<file path="src/rtl/pred_ras_if.sv">
// Fetch/execute-side signal bundle for the return-address stack predictor.
// The master drives fetch and restore requests; the slave (pred_ras) drives stack state and statistics.
interface pred_ras_if #(
   parameter int RAS_DEPTH = 16,
   parameter int RAS_W     = 4,
   parameter int CNT_W     = 16
);
   logic                      f_allow_in;
   logic                      f_push;
   logic                      f_pop;
   logic [31:0]               f_push_addr;
   logic [31:0]               f_top;
   logic                      f_top_valid;
   logic [RAS_W-1:0]          f_sp;
   logic [RAS_W:0]            f_count;
   logic [RAS_DEPTH*32-1:0]   f_snapshot;

   logic                      e_restore;
   logic [RAS_W-1:0]          e_restore_sp;
   logic [RAS_W:0]            e_restore_count;
   logic [RAS_DEPTH*32-1:0]   e_restore_snapshot;
   logic                      e_push;
   logic                      e_pop;
   logic [31:0]               e_push_addr;

   logic [CNT_W-1:0]          ovf_cnt;
   logic [CNT_W-1:0]          unf_cnt;

   modport master (
      output f_allow_in, f_push, f_pop, f_push_addr,
      output e_restore, e_restore_sp, e_restore_count, e_restore_snapshot,
      output e_push, e_pop, e_push_addr,
      input  f_top, f_top_valid, f_sp, f_count, f_snapshot,
      input  ovf_cnt, unf_cnt
   );

   modport slave (
      input  f_allow_in, f_push, f_pop, f_push_addr,
      input  e_restore, e_restore_sp, e_restore_count, e_restore_snapshot,
      input  e_push, e_pop, e_push_addr,
      output f_top, f_top_valid, f_sp, f_count, f_snapshot,
      output ovf_cnt, unf_cnt
   );
endinterface

</file>
<file path="src/rtl/pred_ras.sv">
// Speculative return-address stack: circular buffer where sp points at the newest entry,
// with single-cycle checkpoint restore from execute and saturating overflow/underflow counters.
module pred_ras #(
   parameter int RAS_DEPTH = 16,
   parameter int RAS_W     = 4,
   parameter int CNT_W     = 16
) (
   input  logic       clk,
   input  logic       rst,
   pred_ras_if.slave  bus
);

   localparam logic [RAS_W:0] FULL = (RAS_W+1)'(RAS_DEPTH);

   logic [RAS_W-1:0] sp_q, sp_d;
   logic [RAS_W:0]   count_q, count_d;
   logic [31:0]      mem_q [RAS_DEPTH];
   logic [31:0]      mem_d [RAS_DEPTH];
   logic [CNT_W-1:0] ovf_q, unf_q;
   logic             ovf_ev, unf_ev;

   logic [RAS_W-1:0] base_sp;
   logic [RAS_W:0]   base_count;
   logic             do_push, do_pop;
   logic [31:0]      wr_data;

   // A restore replaces the base state; the redirecting instruction's own push/pop is then replayed on it.
   always_comb begin
      base_sp    = bus.e_restore ? bus.e_restore_sp    : sp_q;
      base_count = bus.e_restore ? bus.e_restore_count : count_q;
      do_push    = bus.e_restore ? bus.e_push : (bus.f_allow_in & bus.f_push);
      do_pop     = bus.e_restore ? bus.e_pop  : (bus.f_allow_in & bus.f_pop);
      wr_data    = bus.e_restore ? bus.e_push_addr : bus.f_push_addr;

      // NOTE: every combinational output gets a default first so no path can infer a latch.
      mem_d   = mem_q;
      sp_d    = base_sp;
      count_d = base_count;
      ovf_ev  = 1'b0;
      unf_ev  = 1'b0;

      if (bus.e_restore) begin
         for (int i = 0; i < RAS_DEPTH; i++) begin
            mem_d[i] = bus.e_restore_snapshot[32*i +: 32];
         end
      end

      if (do_push && do_pop) begin
         mem_d[base_sp] = wr_data;
         if (base_count == '0) count_d = (RAS_W+1)'(1);
      end else if (do_push) begin
         sp_d        = base_sp + RAS_W'(1);
         mem_d[sp_d] = wr_data;
         if (base_count == FULL) ovf_ev = 1'b1;
         else                    count_d = base_count + (RAS_W+1)'(1);
      end else if (do_pop) begin
         if (base_count != '0) begin
            sp_d    = base_sp - RAS_W'(1);
            count_d = base_count - (RAS_W+1)'(1);
         end else begin
            unf_ev = 1'b1;
         end
      end
   end

   // NOTE: the entry array is reset too, so a freshly reset stack exposes a defined all-zero snapshot.
   always_ff @(posedge clk or negedge rst) begin
      if (!rst) begin
         sp_q    <= '1;
         count_q <= '0;
         ovf_q   <= '0;
         unf_q   <= '0;
         for (int i = 0; i < RAS_DEPTH; i++) mem_q[i] <= '0;
      end else begin
         sp_q    <= sp_d;
         count_q <= count_d;
         mem_q   <= mem_d;
         if (ovf_ev && ovf_q != '1) ovf_q <= ovf_q + CNT_W'(1);
         if (unf_ev && unf_q != '1) unf_q <= unf_q + CNT_W'(1);
      end
   end

   assign bus.f_top       = (count_q != '0) ? mem_q[sp_q] : 32'h0;
   assign bus.f_top_valid = (count_q != '0);
   assign bus.f_sp        = sp_q;
   assign bus.f_count     = count_q;
   assign bus.ovf_cnt     = ovf_q;
   assign bus.unf_cnt     = unf_q;

   for (genvar g = 0; g < RAS_DEPTH; g++) begin : g_snap
      assign bus.f_snapshot[32*g +: 32] = mem_q[g];
   end

endmodule
</file>
<file path="src/flat_wrapper.sv">
// flat-port wrapper written by rule: the top's interface ports become plain ports
module pred_ras_flat 
#(
   parameter int RAS_DEPTH = 16,
   parameter int RAS_W     = 4,
   parameter int CNT_W     = 16
)
  (clk, rst, bus_f_allow_in, bus_f_push, bus_f_pop, bus_f_push_addr, bus_e_restore, bus_e_restore_sp, bus_e_restore_count, bus_e_restore_snapshot, bus_e_push, bus_e_pop, bus_e_push_addr, bus_f_top, bus_f_top_valid, bus_f_sp, bus_f_count, bus_f_snapshot, bus_ovf_cnt, bus_unf_cnt);
  pred_ras_if #(.RAS_DEPTH(RAS_DEPTH), .RAS_W(RAS_W), .CNT_W(CNT_W)) bus_i ();
  input  logic clk;
  input  logic rst;
  input wire logic [$bits(bus_i.f_allow_in)-1:0] bus_f_allow_in;
  input wire logic [$bits(bus_i.f_push)-1:0] bus_f_push;
  input wire logic [$bits(bus_i.f_pop)-1:0] bus_f_pop;
  input wire logic [$bits(bus_i.f_push_addr)-1:0] bus_f_push_addr;
  input wire logic [$bits(bus_i.e_restore)-1:0] bus_e_restore;
  input wire logic [$bits(bus_i.e_restore_sp)-1:0] bus_e_restore_sp;
  input wire logic [$bits(bus_i.e_restore_count)-1:0] bus_e_restore_count;
  input wire logic [$bits(bus_i.e_restore_snapshot)-1:0] bus_e_restore_snapshot;
  input wire logic [$bits(bus_i.e_push)-1:0] bus_e_push;
  input wire logic [$bits(bus_i.e_pop)-1:0] bus_e_pop;
  input wire logic [$bits(bus_i.e_push_addr)-1:0] bus_e_push_addr;
  output wire logic [$bits(bus_i.f_top)-1:0] bus_f_top;
  output wire logic [$bits(bus_i.f_top_valid)-1:0] bus_f_top_valid;
  output wire logic [$bits(bus_i.f_sp)-1:0] bus_f_sp;
  output wire logic [$bits(bus_i.f_count)-1:0] bus_f_count;
  output wire logic [$bits(bus_i.f_snapshot)-1:0] bus_f_snapshot;
  output wire logic [$bits(bus_i.ovf_cnt)-1:0] bus_ovf_cnt;
  output wire logic [$bits(bus_i.unf_cnt)-1:0] bus_unf_cnt;
  assign bus_i.f_allow_in = bus_f_allow_in;
  assign bus_i.f_push = bus_f_push;
  assign bus_i.f_pop = bus_f_pop;
  assign bus_i.f_push_addr = bus_f_push_addr;
  assign bus_i.e_restore = bus_e_restore;
  assign bus_i.e_restore_sp = bus_e_restore_sp;
  assign bus_i.e_restore_count = bus_e_restore_count;
  assign bus_i.e_restore_snapshot = bus_e_restore_snapshot;
  assign bus_i.e_push = bus_e_push;
  assign bus_i.e_pop = bus_e_pop;
  assign bus_i.e_push_addr = bus_e_push_addr;
  assign bus_f_top = bus_i.f_top;
  assign bus_f_top_valid = bus_i.f_top_valid;
  assign bus_f_sp = bus_i.f_sp;
  assign bus_f_count = bus_i.f_count;
  assign bus_f_snapshot = bus_i.f_snapshot;
  assign bus_ovf_cnt = bus_i.ovf_cnt;
  assign bus_unf_cnt = bus_i.unf_cnt;
  pred_ras #(.RAS_DEPTH(RAS_DEPTH), .RAS_W(RAS_W), .CNT_W(CNT_W)) u_core (.clk(clk), .rst(rst), .bus(bus_i));
endmodule
</file>
<file path="config.mk">
export PLATFORM = sky130hd
export DESIGN_NAME = pred_ras_flat
export DESIGN_NICKNAME = d
export VERILOG_FILES = /design/src/rtl/pred_ras_if.sv /design/src/rtl/pred_ras.sv /design/src/flat_wrapper.sv
export SDC_FILE = /design/constraint.sdc
export NUM_CORES = 1
export LEC_CHECK = 0
export BUFFER_PORTS_ARGS = -buffer_cell sky130_fd_sc_hd__buf_4
export CAP_MARGIN = 20
export CORE_AREA = 3 3 459 461
export CTS_CLUSTER_DIAMETER = 120
export CTS_CLUSTER_SIZE = 24
export DETAILED_ROUTE_END_ITERATION = 10
export DIE_AREA = 0 0 462 464
export GPL_TIMING_DRIVEN = 0
export PLACE_DENSITY = 0.36
export SYNTH_ARGS = -nofsm -noshare
export SYNTH_HDL_FRONTEND = slang
export SYNTH_SLANG_ARGS = --single-unit
</file>
<file path="constraint.sdc">
create_clock -name clk -period 7 [get_ports clk]
set_input_delay 1.05 -clock clk [delete_from_list [all_inputs] [get_ports clk]]
set_output_delay 1.05 -clock clk [all_outputs]
set_load 0.03 [all_outputs]
</file>
==> run summary <==
==========================================================================================
Peak Freq                                                                          178 MHz
CTS tree                                                                              done
Synth Area in Simple Gates                                                           3.69%
Rel. slew slack                                                                      18.7%
Met1 routing resource usage after global routing                                     28.0%
Wire length of the first global-routing pass                                        315 mm
Power per Cell Area                                                             306 nW/µm²
Number of optimization iterations in the first detailed-route pass                       7
Element type at the critical path start                                           register
Vertical extent of the die                                                          464 µm
Peak ir drop on the vdd network                                                     194 µV
Number of hold-repair buffers added at the cts stage                                     0
Share of the core filled with cells                                                  22.1%
Number of global-route vias before repair                                            28456
Core outline area                                                               207000 µm²
Total number of vias                                                                 26509
Sequential share of power                                                            31.0%
Net Sw Frac                                                                          46.7%
Clock buffer depth                                                                       3
DP Cell Count                                                                         6194
Worst Setup End Kind                                                            output pin
Cell Rows                                                                              167
Required time reported for the critical path endpoint                              5.95 ns
Area overhead of the layout relative to synthesis                                    44.3%
Ys async rst share                                                                    100%
Via/cell ratio                                                                        4.23
Relative contribution of the clock network to total power                            19.4%
Final cell count without fillers                                                      6271
Post-route total power                                                             14.0 mW
Mapped Nets                                                                           2889
Antenna violations before repair                                                        35
Share of post-route cells with drive strength above 1                                46.6%
Worst min-delay path class                                                     in -> async
Number of input and output port buffers inserted                                      1178
Sequential-to-total area share from yosys stat                                       43.7%
Clk_skew                                                                         0.0574 ns
Critical path data arrival time                                                    4.56 ns
Post-DR wirelength/cell                                                            39.5 µm
Resize count post-CTS                                                                    0
Share of the cycle needed by the critical path after routing                         80.2%
Global route overflow                                                                    0
Aggregate global-route resource usage                                                22.3%
Run status                                                                    finished, final reports clean
I/O pin count                                                                         1179
Number of enable flip-flop cells after synthesis                                         0
Cell count after synthesis                                                            2286
Final hold violation count                                                               0
Final setup violation count                                                              0
Number of nets with antenna violations after routing                                     0
Clock root cell                                                               sky130_fd_sc_hd__clkbuf_16
Number of clock sinks                                                                  553
Number of buffers added for setup after CTS                                              0
Total negative setup slack                                                            0 ns
Final weighted congestion in routability-driven placement                            0.854
Number of warnings reported in the yosys synthesis log                                   0
Reported max-cap violation count                                                         0
Final slew viol count                                                                    0
Global-route track usage on met3                                                     5.03%
Internal Pwr Total                                                                 7.46 mW
Die area                                                                        214000 µm²
P_sw                                                                               6.53 mW
Die X                                                                               462 µm
Fin crit period                                                                    5.61 ns
Per-instance average area after synthesis                                         13.8 µm²
Post-synth cell types                                                                   72
Number of storage elements in the synthesis netlist                                    553
Most frequently used flop master after synthesis                              sky130_fd_sc_hd__dfrtp_1
Total number of nets in the final design                                              4132
Static leakage                                                                     23.7 nW
Post-synthesis share of cell area spent on xor and xnor gates                        1.08%
Relative contribution of combinational cells to total power                          49.7%
Met2 track demand over resource in global routing                                    39.3%
Post-DP HPWL                                                                        198 mm
Later-pin clock latency in the skew report                                         0.67 ns
Most Used Layer, Global Route                                                         met2
Share of synthesized area spent on multiplexers                                      45.5%
Share of synthesized cell area in full adder, half adder and majority cells         0.395%
Starting DRT DRC Count                                                                1716
Maximum number of pins on one net before global-route repair                           101
Main combinational cell family by area after synthesis                        multiplexers
Mapped Area                                                                      31700 µm²
Initial core utilization                                                             15.3%
CTS H-tree lvls                                                                          2
Crit Path Class                                                                 reg -> out
CTS buffer count                                                                        36
Maximum fanout along the worst path                                                     10
Clock transition at path regs                                                      0.11 ns
RSZ-0062 raised after global routing                                                 false
Remaining design rule violation count                                                    0
Final Routed Wirelength                                                             248 mm
Share of the synthesized area in compound gates (AO/OA/AOI/OAI)                      1.89%
Slew @ Worst Pin                                                                   1.22 ns
==========================================================================================
-- metal layers --
metal  wire (µm)  up-vias
met4        3750       22
met3       14800      144
met5         155        -
met1      104000    14284
met2      124000      944
li1            -    11115
-- layout make-up --
cell class,instances,area (µm²)
well taps,2704,3380
fillers,22495,161000
clock buffers,42,955
clock inverters,22,324
inverters,10,37.5
diodes,12,30.0
repair buffers,1205,9320
flip-flops and latches,553,13800
plain buffers,194,1170
multi-input cells,1529,16600
-- sequential cells by signal, indices dropped and copies added, names as in the netlist --
signal,flops
u_core.bus.f_snapshot,512
u_core.bus.ovf_cnt,16
u_core.bus.unf_cnt,16
u_core.bus.f_count,5
u_core.bus.f_sp,4
-- worst paths after layout --
check | from | slack (ns) | cells past startpoint | endpoint
setup / recovery | u_core.bus.f_sp[0] | 1.39 | 8 | bus_f_top[0]
hold / removal | rst | 0.25 | 1 | u_core.bus.f_snapshot[410]
setup reg to reg | u_core.bus.f_sp[1] | 1.60 | 12 | u_core.bus.f_snapshot[492]
hold reg to reg | u_core.bus.ovf_cnt[12] | 0.50 | 1 | u_core.bus.ovf_cnt[12]
max in group asynchronous | rst | 4.76 | 4 | u_core.bus.f_snapshot[456]
min in group clk | u_core.bus.ovf_cnt[12] | 0.50 | 1 | u_core.bus.ovf_cnt[12]
-- logic make-up after synthesis --
kind of cell               Yosys count
DFF                                553
and+or+nand+nor                    193
xor gates and xnor gates            39
adders and majority gates           10
muxes                             1233
buffers and inverters              204
AOI/OAI and AO/OA                   54
-- placed cells by master (no fill, tap or decap), types with 9 or more instances in the layout --
cell                        instances
sky130_fd_sc_hd__ha_1              10
sky130_fd_sc_hd__xnor2_1           30
sky130_fd_sc_hd__buf_8             10
sky130_fd_sc_hd__nor2_1            24
sky130_fd_sc_hd__buf_4           1210
sky130_fd_sc_hd__clkbuf_1          25
sky130_fd_sc_hd__nand4_1           13
sky130_fd_sc_hd__clkbuf_16         37
sky130_fd_sc_hd__mux2i_1         1059
sky130_fd_sc_hd__inv_1              9
sky130_fd_sc_hd__mux4_2           160
sky130_fd_sc_hd__xor2_1             9
sky130_fd_sc_hd__nand2_1           37
sky130_fd_sc_hd__buf_2            108
sky130_fd_sc_hd__nand3_1           21
sky130_fd_sc_hd__a21oi_1           10
sky130_fd_sc_hd__nor2b_1           35
sky130_fd_sc_hd__diode_2           12
sky130_fd_sc_hd__buf_16             9
sky130_fd_sc_hd__dfrtp_1          549
sky130_fd_sc_hd__buf_6             29
-- stage by stage --
step / setup WS, ns / area (µm²) / hold slack (ns)
after floorplan: 3.29 / 31700 / 0.663
after global placement: -2.86 / 43900 / 0.492
after detailed placement: 1.30 / 44400 / 0.492
after CTS: 1.20 / 45700 / 0.187
after global routing: 1.24 / 45700 / 0.193
final: 1.39 / 45700 / 0.246
-- synthesized netlist by cell type, drive strengths merged (2+ instances only) --
cell	count	area, µm²
mux2i	1065	10700
dfrtp	549	13700
buf	165	1050
mux4	160	3600
nand2	39	151
nor2b	35	219
xnor2	30	263
clkbuf	29	109
nor2	25	96.4
nand3	22	115
nand4	13	81.3
nor3	13	101
a211oi	10	140
a21oi	10	50.1
ha	10	125
inv	10	37.5
xor2	9	78.8
mux2	8	97.6
nor4	8	87.6
and3	6	37.5
nand3b	6	45.0
nor4b	6	77.6
a221oi	5	131
and2	5	33.8
o21ai	5	28.8
dfstp	4	105
and4	3	26.3
o32a	3	30.0
or3	3	18.8
a211o	2	17.5
a31oi	2	18.8
a32oi	2	25.0
nand2b	2	12.5
nor3b	2	15.0
o211ai	2	15.0
o221ai	2	17.5
o22ai	2	12.5
-- power groups by stage --
stage                     registers (mW)  clock network, mW  logic (mW)
final                               4.33               2.71        6.95
after floorplan                     5.04                  0        2.65
after detailed placement            4.39                  0        7.09
after CTS                           4.33               2.82        7.11
after global placement              4.39                  0        7.01
after global routing                4.38               2.90        7.23
-- critical path, stage by stage (launching register included) --
cell	delay, ns
sky130_fd_sc_hd__dfstp_2	0.54
sky130_fd_sc_hd__buf_2	0.28
sky130_fd_sc_hd__clkbuf_1	0.48
sky130_fd_sc_hd__buf_8	0.23
sky130_fd_sc_hd__buf_2	0.78
sky130_fd_sc_hd__mux4_2	0.68
sky130_fd_sc_hd__mux4_2	0.53
sky130_fd_sc_hd__nor2b_1	0.16
sky130_fd_sc_hd__buf_4	0.18
Note: power is estimated with default switching activity, not from simulation.
